===== src/rtl/fmps_packet_tx.sv =====
// FMPS fast-link transmitter: builds header+data packets on AXI4-Stream.
// Paced by FA strobes, gated by Aurora channel-up, in the user-clock domain.
module fmps_packet_tx #(
  parameter int          INDEX_WIDTH  = 5,
  parameter logic [15:0] HEADER_MAGIC = 16'hB6CF
) (
  input  logic                   auClk,
  input  logic                   auReset,
  input  logic                   auChannelUp,
  input  logic                   auFAstrobe,
  input  logic                   pktStrobe,
  input  logic [INDEX_WIDTH-1:0] indexBase,
  input  logic [INDEX_WIDTH:0]   pktsPerCycle,
  input  logic [15:0]            dataPayload,
  output logic [31:0]            TX_tdata,
  output logic                   TX_tvalid,
  output logic                   TX_tlast,
  input  logic                   TX_tready,
  output logic [7:0]             cycleCounter,
  output logic                   overrunStrobe
);

  localparam int CW = INDEX_WIDTH + 1;

  typedef enum logic [1:0] {
    IDLE = 2'd0,
    HDR  = 2'd1,
    DAT  = 2'd2
  } state_t;

  state_t state_q, state_d;

  logic [CW-1:0] pending_q, pending_d;
  logic [CW-1:0] offset_q, offset_d;
  logic [7:0]    cc_ctr_q, cc_ctr_d;
  logic          ovr_q, ovr_d;

  logic [INDEX_WIDTH-1:0] idx_q, idx_d;
  logic [7:0]             cc_q, cc_d;
  logic [15:0]            pay_q, pay_d;

  logic [31:0] tdata_q, tdata_d;
  logic        tvalid_q, tvalid_d;
  logic        tlast_q, tlast_d;

  logic [CW:0]            used;
  logic                   room;
  logic                   req_ok;
  logic                   accept;
  logic                   drop;
  logic                   start;
  logic [INDEX_WIDTH-1:0] idx_new;

  function automatic logic [31:0] hdr_word(
    input logic [INDEX_WIDTH-1:0] idx
  );
    logic [4:0] i5;
    i5 = 5'(idx);
    return {HEADER_MAGIC, 1'b0, i5, 10'd0};
  endfunction

  function automatic logic [31:0] dat_word(
    input logic [INDEX_WIDTH-1:0] idx,
    input logic [15:0]            pay,
    input logic [7:0]             cc
  );
    logic [4:0] i5;
    i5 = 5'(idx);
    return {3'b000, i5, pay, cc};
  endfunction

  // Request bookkeeping: how many packets this FA cycle are used/queued.
  assign used    = {1'b0, offset_q} + {1'b0, pending_q};
  assign room    = used < {1'b0, pktsPerCycle};
  assign req_ok  = pktStrobe && auChannelUp && !auFAstrobe;
  assign accept  = req_ok && room;
  assign drop    = req_ok && !room;
  assign start   = (state_q == IDLE) && (pending_q != '0)
                && auChannelUp && !auFAstrobe;
  assign idx_new = indexBase + offset_q[INDEX_WIDTH-1:0];

  // Pending/offset/cycle-counter next state and overrun detection.
  always_comb begin
    pending_d = pending_q;
    offset_d  = offset_q;
    ovr_d     = 1'b0;
    cc_ctr_d  = cc_ctr_q;
    if (auFAstrobe) begin
      cc_ctr_d = cc_ctr_q + 8'd1;
    end
    if (auFAstrobe) begin
      pending_d = '0;
      offset_d  = '0;
      ovr_d     = (pending_q != '0);
    end else if (!auChannelUp) begin
      pending_d = '0;
    end else begin
      if (accept && !start) begin
        pending_d = pending_q + CW'(1);
      end else if (start && !accept) begin
        pending_d = pending_q - CW'(1);
      end
      if (start) begin
        offset_d = offset_q + CW'(1);
      end
      ovr_d = drop;
    end
  end

  // Packet FSM: latch fields at start, hold each beat until accepted.
  always_comb begin
    state_d  = state_q;
    idx_d    = idx_q;
    cc_d     = cc_q;
    pay_d    = pay_q;
    tdata_d  = tdata_q;
    tvalid_d = tvalid_q;
    tlast_d  = tlast_q;
    unique case (state_q)
      IDLE: begin
        tvalid_d = 1'b0;
        tlast_d  = 1'b0;
        if (start) begin
          idx_d    = idx_new;
          cc_d     = cc_ctr_q;
          pay_d    = dataPayload;
          tdata_d  = hdr_word(idx_new);
          tvalid_d = 1'b1;
          state_d  = HDR;
        end
      end
      HDR: begin
        if (TX_tready) begin
          tdata_d = dat_word(idx_q, pay_q, cc_q);
          tlast_d = 1'b1;
          state_d = DAT;
        end
      end
      DAT: begin
        if (TX_tready) begin
          tdata_d  = '0;
          tvalid_d = 1'b0;
          tlast_d  = 1'b0;
          state_d  = IDLE;
        end
      end
      default: begin
        tdata_d  = '0;
        tvalid_d = 1'b0;
        tlast_d  = 1'b0;
        state_d  = IDLE;
      end
    endcase
  end

  // State registers with synchronous reset.
  always_ff @(posedge auClk) begin
    if (auReset) begin
      state_q   <= IDLE;
      pending_q <= '0;
      offset_q  <= '0;
      cc_ctr_q  <= '0;
      ovr_q     <= 1'b0;
      idx_q     <= '0;
      cc_q      <= '0;
      pay_q     <= '0;
      tdata_q   <= '0;
      tvalid_q  <= 1'b0;
      tlast_q   <= 1'b0;
    end else begin
      state_q   <= state_d;
      pending_q <= pending_d;
      offset_q  <= offset_d;
      cc_ctr_q  <= cc_ctr_d;
      ovr_q     <= ovr_d;
      idx_q     <= idx_d;
      cc_q      <= cc_d;
      pay_q     <= pay_d;
      tdata_q   <= tdata_d;
      tvalid_q  <= tvalid_d;
      tlast_q   <= tlast_d;
    end
  end

  assign TX_tdata      = tdata_q;
  assign TX_tvalid     = tvalid_q;
  assign TX_tlast      = tlast_q;
  assign cycleCounter  = cc_ctr_q;
  assign overrunStrobe = ovr_q;

endmodule


===== config.mk =====
export PLATFORM = sky130hd
export DESIGN_NAME = fmps_packet_tx
export DESIGN_NICKNAME = d
export VERILOG_FILES = /design/src/rtl/fmps_packet_tx.sv
export SDC_FILE = /design/constraint.sdc
export NUM_CORES = 1
export LEC_CHECK = 0
export CAP_MARGIN = 20
export CORE_MARGIN = 8
export CORE_UTILIZATION = 46
export CTS_CLUSTER_SIZE = 28
export DETAILED_ROUTE_END_ITERATION = 6
export GPL_TIMING_DRIVEN = 0
export PLACE_DENSITY = 0.74
export SYNTH_ARGS = -nofsm -noshare
export SYNTH_HDL_FRONTEND = slang
export SYNTH_SLANG_ARGS = --single-unit
export TNS_END_PERCENT = 100

===== constraint.sdc =====
create_clock -name auClk -period 5.13 [get_ports auClk]
set_input_delay 0.513 -clock auClk [delete_from_list [all_inputs] [get_ports auClk]]
set_output_delay 0.513 -clock auClk [all_outputs]
set_load 0.05 [all_outputs]

==> results.cfg, run 1 <==
[critical_path]
critPathLaunchType = register
endpoint_kind = register
rr_startpoint = pending_q[0]
crit_start = pending_q[0]
path_max_fanout = 6
worst_ep_arrival_time_ns = 4.34
cp.required_ns = 5.37
crit_type = reg2reg
rrSetupSlack_ns = 1.03

[clock_network]
cts_num_sinks = 83
cts_buffers = 9
cts_tree = done
clockBufferDepth = 2
clk_latency_ns = 0.35
clockRootBuffer = clkbuf_8
cts_hold_buf = 0
htree_levels = 3
postCtsSetupBuffers = 0
cts_resized = 0
clk_pin_slew_worst_paths_ns = 0.09

[pwr]
vdd_drop_max_uv = 161
p_per_area_mw_per_mm2 = 263
cellLeakagePower_nw = 1.88

[outcome]
outcome = complete, no violations

[timing]
period_minus_slack_ns = 4.10
final_hold_viol_count = 0
fin_hold_ws_ns = 0.460
relSlewSlack_pct = 64.0
tns_ns = 0
rsz0062_at_grt = no
finalCritPeriodShare_pct = 79.9
timing.fmax_mhz = 244
setup_viol = 0
tightest_slew_ns = 0.541
layout_setup_ws_ns = 1.03
drv_slew = 0
final.setup_skew_ns = 0.0181

[global_routing]
grt_busiest_layer = met2
grt_use_met2_pct = 27.6
grt_pass1_vias = 3149
grt_pass1_wl_um = 15800
use_met3_pct = 4.97
gr-total-overflow = 0
grt_max_degree = 16
antenna_found_initial = 0
grt_use_total_pct = 17.1
grtUsageMet1_pct = 21.1

[cells_and_area]
design_area_mm2 = 0.00490
layout.nets = 570
area_delta_synth_final_pct = 27.4
antenna_cells = 0
instances_no_fill = 622
drive_above_1_share_pct = 7.16
final_cell_mix = dfxtp_1, nand2_1, clkdlybuf4s50_1, a21oi_1, nor2_1
final_common_cell = dfxtp_1

[detailed_routing]
drt_wl_total_um = 9560
ant_nets = 0
num_vias = 3231
drt_iter0_drc = 142
drc = 0
drt-wirelength-per-cell_um = 15.4
viasPerCell = 5.19
drt_first_pass_iters = 6

[die]
die_w_um = 107
start_util_pct = 47.0
core_mm2 = 0.00818
die_y_um = 107
io_pins = 76
num_rows = 33
dieArea_mm2 = 0.0115

[placement]
gpl.final_weighted_congestion = 0.786
io_buffer_count = 72
placedInstanceArea_mm2 = 0.00470
placedCellCount = 606
dp_slack_ns = 1.08
dp_hpwl_um = 7270

[synthesis]
synth_area_leaders = dfxtp_1, nand2_1, ha_1
synth_area_leader_cell = dfxtp_1
syn_area_mm2 = 0.00384
netlist_instances = 429
postSynthAreaPerCell_um2 = 8.96
synthFlopType = dfxtp_1
ys_seq_elements = 83
yosysWarningCount = 0
async_flop_share_pct = 0
synth_edf_count = 0
synthDominantCellAreaShare_pct = 43.2
synth_cell_types = 45
ys_seq_area_share_pct = 43.2
synth.net_count = 487

[hold_path]
hold_start = pay_q[13]
hold_class = reg2reg

[job]
max_cap_viol_count = 0
==> final timing paths <==
kind                       end  depth (start not counted)
setup / recovery  pending_q[5]                         17
hold / removal       pay_q[13]                          2
setup reg to reg  pending_q[5]                         17
hold reg to reg      pay_q[13]                          2
==> flip-flops by register name, summed over array words and instances, names as in the netlist, 2 cells and up <==
name / cells
cycleCounter: 8
TX_tdata: 29
idx_q: 5
offset_q: 6
pending_q: 6
cc_q: 8
state_q: 2
pay_q: 16
==> through the flow <==
| stage | power [W] | utilization [%] |
|---|---|---|
| 2_1_floorplan | 0.000769 | - |
| 4_1_cts | 0.00130 | 59.9 |
| 5_1_grt | 0.00134 | 59.9 |
| 3_3_place_gp | 0.000824 | 57.4 |
| 6_report | 0.00129 | 59.9 |
| 3_5_place_dp | 0.000828 | 57.4 |
==> power by group <==
part | total (W) | leakage, nW | switching [W] | internal (W)
combinational | 0.000150 | 1.12 | 0.0000851 | 0.0000646
sequential | 0.000663 | 0.670 | 0.00000868 | 0.000654
clock | 0.000477 | 0.0950 | 0.000246 | 0.000231
==> per-layer routing <==
metal	up-vias	wire, um
met2	73	4520
met1	1514	4300
li1	1635	-
met4	0	119
met3	9	617
met5	-	0
==> cell families (layout without fill, tap and decap cells) <==
family                     count (synthesis)  after routing  synth area share (%)
xor gates and xnor gates                  21             21                  4.79
muxes                                      8              8                  2.08
adders and majority gates                 25             25                  8.72
other                                      1              1                0.0976
and+or+nand+nor                          144            144                  16.6
DFF                                       83             83                  43.2
buffers and inverters                     42            130                  6.15
AOI/OAI and AO/OA                        105            105                  18.3
==> critical path, cell delays in order, from the launching register on <==
cell       delay [ns]
dfxtp_1          0.40
ha_1             0.27
fa_1             0.42
a211oi_1         0.31
o21a_1           0.18
ha_1             0.23
a21oi_1          0.14
o21ai_0          0.13
o2bb2ai_1        0.17
nor2_1           0.13
ha_1             0.28
inv_1            0.16
ha_1             0.37
o21ai_0          0.15
or3_1            0.36
nand4_1          0.12
xnor2_1          0.13
nor2_1           0.05
==> cell type report <==
type / instances / area, um^2
buffer: 26 / 176
clock buffer: 10 / 128
clock inverter: 6 / 73.8
fill: 744 / 3280
inverter: 16 / 60.1
multi-input combinational: 304 / 1950
sequential: 83 / 1660
tap: 105 / 131
timing repair buffer: 72 / 721
==> Yosys cell counts (3+ instances only) <==
master / count
a22o_1: 15
mux2i_1: 8
clkbuf_1: 11
buf_4: 3
a21oi_1: 51
nor4_1: 3
buf_2: 3
inv_1: 15
xnor2_1: 8
a211oi_1: 7
buf_6: 7
ha_1: 22
nand2b_1: 7
nor2_1: 36
dfxtp_1: 83
nand2_1: 77
xor2_1: 13
or3_1: 4
a21o_1: 6
o21ai_0: 9
nand4_1: 7
o2bb2ai_1: 3
a31oi_1: 4
fa_1: 3
Note: power is estimated with default switching activity, not from simulation.
==> inputs of run 2 (changes only) <==
PLACE_DENSITY = 0.77   (was 0.74)
clock period = 3.7 ns   (was 5.13 ns; I/O delays follow)
==> run 2 against run 1 <==
Cell area up 3.2%. Worst setup slack lost 0.94 ns. Die area unchanged. Sequential share of layout area down 0.75 points. Fmax is 13% higher. Total power up 41%. Non-clock buffer count increased by 2. Global-route usage rose by 0.40 points. Via count rose by 2.3%. Combinational power grew 44%. Critical path depth stayed put. Wire length is 5.0% higher. Highest routed layer unchanged.
==> results.cfg, run 2 (synthesis results as in run 1) <==
[detailed_routing]
viasPerCell = 5.30
drt-wirelength-per-cell_um = 16.1
drt_iter0_drc = 176
drt_first_pass_iters = 4
num_vias = 3306
ant_nets = 0
drt_wl_total_um = 10000
drc = 0

[clock_network]
cts_buffers = 9
cts_num_sinks = 83
htree_levels = 3
cts_hold_buf = 0
clk_latency_ns = 0.36
clockBufferDepth = 2
clk_pin_slew_worst_paths_ns = 0.09
clockRootBuffer = clkbuf_8
cts_tree = done

[cells_and_area]
antenna_cells = 0
largest_reg_flops = 29
drive_above_1_share_pct = 11.9
layout.nets = 572
area_delta_synth_final_pct = 31.5
fillCellCount = 688
instances_no_fill = 624
final_common_cell = dfxtp_1
final_cell_mix = dfxtp_1, nand2_1, clkdlybuf4s50_1, a21oi_1, nor2_1

[die]
die_y_um = 107
io_pins = 76
core_mm2 = 0.00818
start_util_pct = 47.0
dieArea_mm2 = 0.0115
die_w_um = 107
num_rows = 33

[placement]
placedCellCount = 606
io_buffer_count = 72
dp_hpwl_um = 7400
gpl.final_weighted_congestion = 0.850

[global_routing]
gr-total-overflow = 0
antenna_found_initial = 0
grt_use_total_pct = 17.5
grt_pass1_wl_um = 16200
grt_pass1_vias = 3423
grt_max_degree = 16

[outcome]
outcome = complete, no violations

[timing]
relSlewSlack_pct = 58.0
timing.fmax_mhz = 277
final.setup_skew_ns = 0.00747
final_hold_viol_count = 0
period_minus_slack_ns = 3.61
finalCritPeriodShare_pct = 97.7
tns_ns = 0
drv_slew = 0
rsz0062_at_grt = yes
setup_viol = 0
tightest_slew_ns = 0.627

[hold_path]
min_path_cells = 3
hold_start = auFAstrobe
hold_class = in2reg

[critical_path]
endpoint_kind = register
cp.required_ns = 3.95
rrSetupSlack_ns = 0.09
r2r_cells = 17
rr_startpoint = offset_q[0]
reg2reg_to = pending_q[5]
path_max_fanout = 5
crit_type = reg2reg
cp-endpoint = pending_q[5]
worst_ep_arrival_time_ns = 3.86
crit_start = offset_q[0]
critPathLaunchType = register

[job]
max_cap_viol_count = 0

[pwr]
vdd_drop_max_uv = 180
p_per_area_mw_per_mm2 = 359
cellLeakagePower_nw = 1.91
run 2: area by class of cell:
class / instances / area, um^2 / share of cell area [%]
flip-flops and latches: 83 / 1680 / 33.2
plain buffers: 25 / 173 / 3.42
well taps: 105 / 131 / 2.60
clock inverters: 6 / 72.6 / 1.44
multi-input cells: 304 / 2050 / 40.7
repair buffers: 75 / 743 / 14.7
clock buffers: 10 / 138 / 2.72
inverters: 16 / 65.1 / 1.29
run 2: metal layers:
metal | up-vias | share of wire, % | GRT usage, %
met2 | 78 | 48 | 30.2
met3 | 16 | 5.2 | 3.77
li1 | 1635 | - | -
met4 | 0 | 2.1 | 7.53
met5 | - | 0 | 0
met1 | 1577 | 44 | 20.3
run 2: how the worst min path moves through the flow:
stage,end,slack [ns]
CTS,cycleCounter[0],0.40
finish,cycleCounter[0],0.40
global placement,cc_q[2],0.44
floorplan,pay_q[2],0.44
global route,cycleCounter[0],0.42
detailed placement,pay_q[15],0.45
run 2: critical path: stages (launching register included):
cell and delay (ns):
dfxtp_4 0.38, ha_4 0.17, fa_2 0.40, xor2_1 0.17, ha_1 0.32, a21o_1 0.16
a31oi_1 0.16, o21ai_1 0.11, o2bb2ai_2 0.14, nor2_2 0.13, ha_2 0.23, clkinv_4 0.12
ha_4 0.31, nand3b_1 0.07, or3_1 0.37, nand4_1 0.13, xnor2_1 0.12, nor2_1 0.05
run 2: what timing repair did:
item / CTS / global route
pin swaps: 4 / 13
setup buffers: 2 / 1
gates resized for setup: 17 / 13
endpoints found under the setup margin: 3 / 2
cloned: 0 / 0
run 2: stage by stage:
step	hold slack [ns]	setup slack, ns	power, W	cell area [um^2]	util [%]
after global placement	0.444	-0.247	0.00114	4700	57.4
after CTS	0.398	0.0204	0.00182	4990	61.0
after detailed placement	0.450	-0.415	0.00115	4700	57.4
final	0.404	0.0853	0.00182	5050	61.8
after global routing	0.424	-0.152	0.00188	5050	61.8
after floorplan	0.436	0.0813	0.00107	3840	-
run 2: power by group:
group          switching [W]  internal, W  leakage, nW
Clock               0.000345     0.000337        0.103
Combinational       0.000121    0.0000952         1.13
Sequential         0.0000129     0.000905        0.673
Total               0.000479      0.00134         1.91
